**src/rtl/if_pc_fetch.sv**
```systemverilog
// if_pc_fetch: IF-stage PC register + single-outstanding imem fetch; gnt@T, rvalid@T+k -> IF/ID and next req @T+k+1.
// Stall parks a returned instruction in a hold buffer; redirect/flush write NOP bubbles. Optional: IF_MISALIGN_CHK_EN.
module if_pc_fetch #(
  parameter int                    PC_WIDTH   = 32,
  parameter int                    DATA_WIDTH = 32,
  parameter logic [PC_WIDTH-1:0]   RESET_PC   = PC_WIDTH'(32'h0000_0000),
  parameter logic [DATA_WIDTH-1:0] NOP_INST   = DATA_WIDTH'(32'h0000_0013)
) (
  input  logic                  clk,
  input  logic                  rst,
  input  logic                  pc_src,
  input  logic [PC_WIDTH-1:0]   target_pc,
  input  logic                  flush_pipeline,
  input  logic                  stall,
  output logic                  imem_req,
  output logic [PC_WIDTH-1:0]   imem_addr,
  input  logic                  imem_gnt,
  input  logic                  imem_rvalid,
  input  logic [DATA_WIDTH-1:0] imem_rdata,
`ifdef IF_MISALIGN_CHK_EN
  output logic                  if_misalign,
`endif
  output logic [PC_WIDTH-1:0]   ifid_pc,
  output logic [DATA_WIDTH-1:0] ifid_inst,
  output logic                  ifid_valid
);

  typedef struct packed {
    logic [PC_WIDTH-1:0]   pc;
    logic [DATA_WIDTH-1:0] inst;
  } fetch_t;

  localparam logic [1:0] S_START = 2'd0;
  localparam logic [1:0] S_REQ   = 2'd1;
  localparam logic [1:0] S_RESP  = 2'd2;
  localparam logic [1:0] S_HOLD  = 2'd3;

  logic [1:0]          state, state_nxt;
  logic [PC_WIDTH-1:0] pc, pc_nxt;
  logic [PC_WIDTH-1:0] fpc;
  logic                drop, drop_nxt;
  fetch_t              hold_q;
  fetch_t              ifid_q, ifid_nxt;
  logic                ifid_vld_q, ifid_vld_nxt;

  logic                kill;
  logic                req_fire;
  logic                resp_fire;
  logic                resp_keep;
  logic                load_from_resp;
  logic                park;
  logic                load_from_buf;
  logic [PC_WIDTH-1:0] redirect_pc;

  assign kill           = pc_src | flush_pipeline;
  assign req_fire       = (state == S_REQ) & imem_gnt;
  assign resp_fire      = (state == S_RESP) & imem_rvalid;
  assign resp_keep      = resp_fire & ~drop & ~kill;
  assign load_from_resp = resp_keep & ~stall;
  assign park           = resp_keep & stall;
  assign load_from_buf  = (state == S_HOLD) & ~kill & ~stall;

`ifdef IF_MISALIGN_CHK_EN
  assign redirect_pc = {target_pc[PC_WIDTH-1:2], 2'b00};
`else
  assign redirect_pc = target_pc;
`endif

  assign imem_req   = (state == S_REQ);
  assign imem_addr  = pc;
  assign ifid_pc    = ifid_q.pc;
  assign ifid_inst  = ifid_q.inst;
  assign ifid_valid = ifid_vld_q;

  always_comb begin
    state_nxt = state;
    case (state)
      S_START: state_nxt = S_REQ;
      S_REQ:   if (imem_gnt) state_nxt = S_RESP;
      S_RESP: begin
        if (imem_rvalid) begin
          if (drop || kill) state_nxt = S_REQ;
          else if (stall)   state_nxt = S_HOLD;
          else              state_nxt = S_REQ;
        end
      end
      S_HOLD:  if (kill || !stall) state_nxt = S_REQ;
      default: state_nxt = S_START;
    endcase
  end

  // A killed request that is already granted (or in flight) must still be
  // drained: its response is marked for discard rather than cancelled.
  always_comb begin
    drop_nxt = drop;
    if (resp_fire)
      drop_nxt = 1'b0;
    else if (kill && (req_fire || state == S_RESP))
      drop_nxt = 1'b1;
  end

  always_comb begin
    pc_nxt = pc;
    if (pc_src)
      pc_nxt = redirect_pc;
    else if (req_fire && !flush_pipeline)
      pc_nxt = pc + PC_WIDTH'(4);
  end

  // Bubbles keep the previous ifid_pc so ID always sees a stable PC value.
  always_comb begin
    ifid_nxt     = ifid_q;
    ifid_vld_nxt = ifid_vld_q;
    if (kill) begin
      ifid_nxt.inst = NOP_INST;
      ifid_vld_nxt  = 1'b0;
    end else if (stall) begin
      ifid_nxt     = ifid_q;
      ifid_vld_nxt = ifid_vld_q;
    end else if (load_from_resp) begin
      ifid_nxt.pc   = fpc;
      ifid_nxt.inst = imem_rdata;
      ifid_vld_nxt  = 1'b1;
    end else if (load_from_buf) begin
      ifid_nxt     = hold_q;
      ifid_vld_nxt = 1'b1;
    end else begin
      ifid_nxt.inst = NOP_INST;
      ifid_vld_nxt  = 1'b0;
    end
  end

  always_ff @(posedge clk or posedge rst) begin
    if (rst) begin
      state      <= S_START;
      pc         <= RESET_PC;
      fpc        <= RESET_PC;
      drop       <= 1'b0;
      hold_q     <= '0;
      ifid_q.pc  <= '0;
      ifid_q.inst <= NOP_INST;
      ifid_vld_q <= 1'b0;
    end else begin
      state      <= state_nxt;
      pc         <= pc_nxt;
      drop       <= drop_nxt;
      ifid_q     <= ifid_nxt;
      ifid_vld_q <= ifid_vld_nxt;
      if (req_fire)
        fpc <= pc;
      if (park) begin
        hold_q.pc   <= fpc;
        hold_q.inst <= imem_rdata;
      end
    end
  end

`ifdef IF_MISALIGN_CHK_EN
  always_ff @(posedge clk or posedge rst) begin
    if (rst)
      if_misalign <= 1'b0;
    else
      if_misalign <= pc_src & (target_pc[1:0] != 2'b00);
  end
`endif

endmodule

```
**config.mk**
```make
export PLATFORM = sky130hd
export DESIGN_NAME = if_pc_fetch
export DESIGN_NICKNAME = d
export VERILOG_FILES = /design/src/rtl/if_pc_fetch.sv
export SDC_FILE = /design/constraint.sdc
export NUM_CORES = 1
export LEC_CHECK = 0
export ABC_AREA = 1
export CAP_MARGIN = 20
export CORE_MARGIN = 8
export CORE_UTILIZATION = 45
export CTS_CLUSTER_SIZE = 16
export DETAILED_ROUTE_END_ITERATION = 6
export PLACE_DENSITY_LB_ADDON = 0.25
export SYNTH_ARGS = -nofsm -noshare
export SYNTH_HDL_FRONTEND = slang
export SYNTH_SLANG_ARGS = --single-unit
```
**constraint.sdc**
```tcl
create_clock -name clk -period 23.4 [get_ports clk]
set_input_delay 7.02 -clock clk [delete_from_list [all_inputs] [get_ports clk]]
set_output_delay 7.02 -clock clk [all_outputs]
set_load 0.05 [all_outputs]
```
Word-level counts from Yosys, hierarchy flattened

Index checks and enable logic that the tools add are counted.

Flip-flop bits (word level): 196
Latch bits: 0
Memory bits (writable): 0
Bits in read-only memories: 0
Input port bits: 71
Output and inout bits: 98
Memories kept: 0

Add/subtract/negate cells: 1
Multipliers: 0
Divide/modulo/power cells: 0
$lt $le $gt $ge: 0
Equal/unequal tests: 7
Shift-type cells: 0
Mux-type cells: 19
Bitwise logic cells: 12
Reductions and logical operators: 13

Operators with widths:

| cell                                                                    | number |
|---|---|
| 32-bit two-way mux                                                      | 6 |
| 64-bit two-way mux                                                      | 1 |
| 32-bit by 3-bit adder with 32-bit output, second input constant         | 1 |
| 2-bit two-way mux                                                       | 5 |
| 1-bit bitwise AND                                                       | 8 |
| 2-bit one-hot mux with 4 select lines                                   | 1 |
| 1-bit two-way mux                                                       | 6 |
| 2-bit by 1-bit inequality test with 1-bit output, second input constant | 3 |
| 3-bit AND reduction                                                     | 2 |
| 2-bit nonzero test                                                      | 3 |
| 2-bit == test, second input constant                                    | 2 |
| 1-bit logical OR                                                        | 3 |
| 1-bit inverter                                                          | 3 |
| 2-bit by 1-bit == test with 1-bit output, second input constant         | 1 |
| 1-bit logical AND                                                       | 2 |
| 1-bit logical NOT                                                       | 2 |
| 2-bit logical NOT                                                       | 1 |
| 2-bit inequality test, second input constant                            | 1 |
| 1-bit bitwise OR                                                        | 1 |

Logic depth before layout (Yosys ltp)

Depth in word-level cells: 8
Mapped depth: 10
Mapped depth without buffers: 10

Worst setup path after synthesis

No wires, ideal clock.

Path kind: input port to flip-flop
From: input flush_pipeline
To: register hold_q[32] in the netlist's numbering
Library setup time: 116 ps
Arrival time: 7959 ps
Required time: 23284 ps
Slack: 15324 ps
Cell stages on the path: 8
Cell sequence: nor2_2 -> nand2_2 -> nor2_8 -> nand2_2 -> buf_2 -> buf_2 -> nand2_1 -> nand2_1

Cells in the longest elaborated chain, start to end: 4

Ends and longest elaborated chain:

| what                     | line | source |
|---|---|---|
| start: declaration       | 13   | `input logic flush_pipeline,` |
| 1-bit bitwise OR         | 55   | `assign kill = pc_src \| flush_pipeline;` |
| 1-bit inverter (no line) | -    |  |
| 1-bit bitwise AND        | 58   | `assign resp_keep = resp_fire & ~drop & ~kill;` |
| 1-bit bitwise AND        | 60   | `assign park = resp_keep & stall;` |
| end: declaration         | 42   | `fetch_t hold_q;` |

No other way between the ends.
A chain may end at the register's enable or synchronous reset.

Worst setup path after layout

From: input pc_src
To: register ifid_q, in the netlist ifid_pc[21]

Cells in the longest elaborated chain, start to end: 6
Elaborated cells between the ends (all ways): 9
Those cells by class: mux: 1; bitwise: 6; reduce/logical: 2

Ends and longest elaborated chain:

| what                                 | line   | source |
|---|---|---|
| start: declaration                   | 11     | `input logic pc_src,` |
| 1-bit bitwise OR (*)                 | 55     |  |
| 1-bit inverter (no line) (*)         | -      |  |
| 1-bit bitwise AND (on tied branches) | 58, 61 |  |
| 1-bit bitwise AND (on tied branches) | 59, 61 |  |
| 2-bit nonzero test (no line)         | -      |  |
| 3-bit AND reduction (no line)        | -      |  |
| end signal: assignment               | 147    | `ifid_q <= ifid_nxt;` |
| end: declaration                     | 43     | `fetch_t ifid_q, ifid_nxt;` |

Every way passes the cells marked *; elsewhere a longest branch is shown, timed or not.

==> impl_results.md <==
* Non-Filler Cell Area, Final at 11,300 um2
* Critical Path Start: pc_src
* Port-buffer cells at 168
* DP Cell Count at 1,446
* Footprint of the multi-input gates at 3390 um2
* Largest net degree at the start of global routing at 137
* Slowest CP cell: nand2_2
* N_diodes at 0
* Final period utilization at 41.7%
* Most common library cells after synthesis: nand2_1 (310), dfrtp_1 (193), o21ai_0 (116), nand3_1 (97), inv_1 (85)
* Routed Antenna Nets at 0
* H-Tree Depth at 4
* Clk sinks at 196
* Worst Hold Path Cells at 2
* RSZ-0062 raised after global routing: no
* Layout cells sized above 1 at 4.70%
* Die area at 24,400 um2
* CP most frequent cell: nand2_2
* Starting Density at 45.7%
* Post_cts resized at 0
* Area Overhead vs Synth at 27.1%
* Critical Path RT at 23.74 ns
* Final WL at 23,600 um
* Setup CP Type: input port to flip-flop
* Hold_buf cts at 0
* Final Setup Violations at 0
* R2R Path Start: state[1]
* Vias per cell at 5.13
* Setup TNS at 0 ns
* Hold Path Class: flip-flop to flip-flop
* Post-DP Area at 10,700 um2
* Total of warnings raised by yosys at 0
* Total Power at 1130 uW
* CP Capture Type: flip-flop
* Fin nets at 1,276
* DP HPWL at 16,100 um
* CTS max path bufs at 2
* Main synth FF type: dfrtp_1
* P per Cell Area at 100 nW/um2
* Gpl congestion at 0.924
* Core ar. at 19,400 um2
* DRT Pass-1 Iters at 5
* Reg area at 4910 um2
* CTS Buf Count at 17
* Die Y-Extent at 156 um
* Post-layout min period at 9.76 ns
* Pleak at 0.00523 uW
* Worst-path cell chain: clkdlybuf4s50_1, buf_4, nor2_2, nand2_2, nor2_8, nand2_4, nand2_2, nor2_1, a21oi_1
* Setup slack after layout at 13.64 ns
* Vias at 7,583
* Slew Viols, Final at 0
* Asr flop ratio synth at 100%
* Worst-margin pin slew at 1.04 ns
* Wire per inst at 15.9 um
* Clock latency on the worst-skew pair at 0.43 ns
* Slew HR at 30.1%
* Crit path launch type: input port
* CTS tree: yes
* Achievable Freq at 0.102 GHz
* R2R depth at 8
* Pre-CTS setup slack at 13.20 ns
* Filler cells at 1,793
* Top-count cell post-synth: nand2_1
* Post-CTS Setup Inserts at 0
* Cell Area, Synth at 8860 um2
* Number of synthesized flops with an enable pin at 0
* CP peak stage delay at 0.79 ns
* Crit path arrival time at 10.11 ns
* Row count at 51
* Overflow after GRT at 0
* Yosys top cell area share at 54.5%
* Synthesized instance count at 1,063
* Number of synthesized register bits at 196
* Crit Path Max Fanout at 98
* Worst vdd ir at 0.0583 mV
* Vias in the first global route at 7,413
* Clock slew seen by the registers of the worst setup and hold paths at 0.07 ns
* Syn Nets at 1,138
* Antenna violations before repair at 0
* Seq/Total Area, Yosys at 55.4%
* Residual DRC count at 0
* Synth area leaders: dfrtp_1 (55%), nand2_1 (13%), o21ai_0 (6.6%), nand3_1 (5.5%), inv_1 (3.6%)
* HP Start: hold_q[51]
* Status: finished, final reports clean
* Iter 0 DRT Violations at 605
* Die Wd at 156 um
* Fin cells at 1,479
* Area leader, netlist: dfrtp_1
* CTS root buffer: clkbuf_16
* Final Hold Fails at 0
* First-pass GRT wire length at 38,800 um
* Clk_skew at 0.00834 ns
* Total track usage at 19.7%
* Yosys cell types at 34
* Max-Cap Viols at 0
* Post-synthesis area per instance at 8.33 um2
* Ports at 169
area by class of cell:
type                            instances  share of cell area [%]
Clock buffer                           18                    3.81
Clock inverter                         14                    1.10
Inverter                               88                    3.00
Multi-Input combinational cell        725                    30.1
Sequential cell                       196                    43.6
Tap cell                              265                    2.94
Timing Repair Buffer                  173                    15.4
state kept, by name, indices dropped and copies added, names as in the netlist:
register / count
ifid_inst: 32
hold_q: 64
ifid_valid: 1
imem_addr: 32
state: 2
drop: 1
ifid_pc: 32
fpc: 32
cells by family after synthesis:
kind of cell / after synthesis / share of synthesized area, %
adders and majority gates: 4 / 0.565
and+or+nand+nor: 509 / 23.8
DFF: 196 / 55.4
xor gates and xnor gates: 10 / 0.989
buffers and inverters: 142 / 6.31
AOI/OAI and AO/OA: 198 / 12.4
muxes: 4 / 0.508
worst paths after layout:
path,endpoint,slack [ns]
min in group asynchronous,hold_q[0],7.18
setup / recovery,ifid_pc[21],13.64
hold reg to reg,hold_q[51],0.47
hold / removal,hold_q[51],0.47
max in group asynchronous,hold_q[53],14.87
setup reg to reg,imem_addr[14],20.09
layer usage:
metal / vias up / wire length (um) / global-route usage [%]
met2: 244 / 10400 / 29.9
met1: 3606 / 11400 / 27.8
met5: - / 0 / 0
li1: 3720 / - / -
met4: 0 / 217 / 4.90
met3: 13 / 1530 / 4.58
worst max-delay path, delay by kind of cell:
kind	cells	cell delay [ns]
buffers and inverters	2	0.63
and+or+nand+nor	6	2.27
AOI/OAI and AO/OA	1	0.15
metrics by stage:
stage,hold WS [ns],util [%]
global placement,0.456,55.1
CTS,0.478,57.9
finish,0.474,58.0
floorplan,0.444,-
global route,0.491,58.0
detailed placement,0.460,55.1
report_power, final:
group,internal (uW),switching (uW),total [uW]
clock,140,135,274
sequential,422,69.8,492
combinational,122,238,360
total,684,443,1130
cells in the final DEF (no fill, tap or decap), types with 5 or more instances in the layout:
| master | count |
|---|---|
| nand2_1 | 310 |
| dfrtp_1 | 193 |
| clkdlybuf4s50_1 | 168 |
| o21ai_0 | 116 |
| nand3_1 | 97 |
| inv_1 | 84 |
| nor2_1 | 81 |
| a21oi_1 | 36 |
| o211ai_1 | 29 |
| clkbuf_16 | 17 |
| xor2_1 | 10 |
| o21bai_1 | 6 |
| nand2_2 | 5 |
| clkinvlp_4 | 5 |
Power figures use the tool's default switching activity.
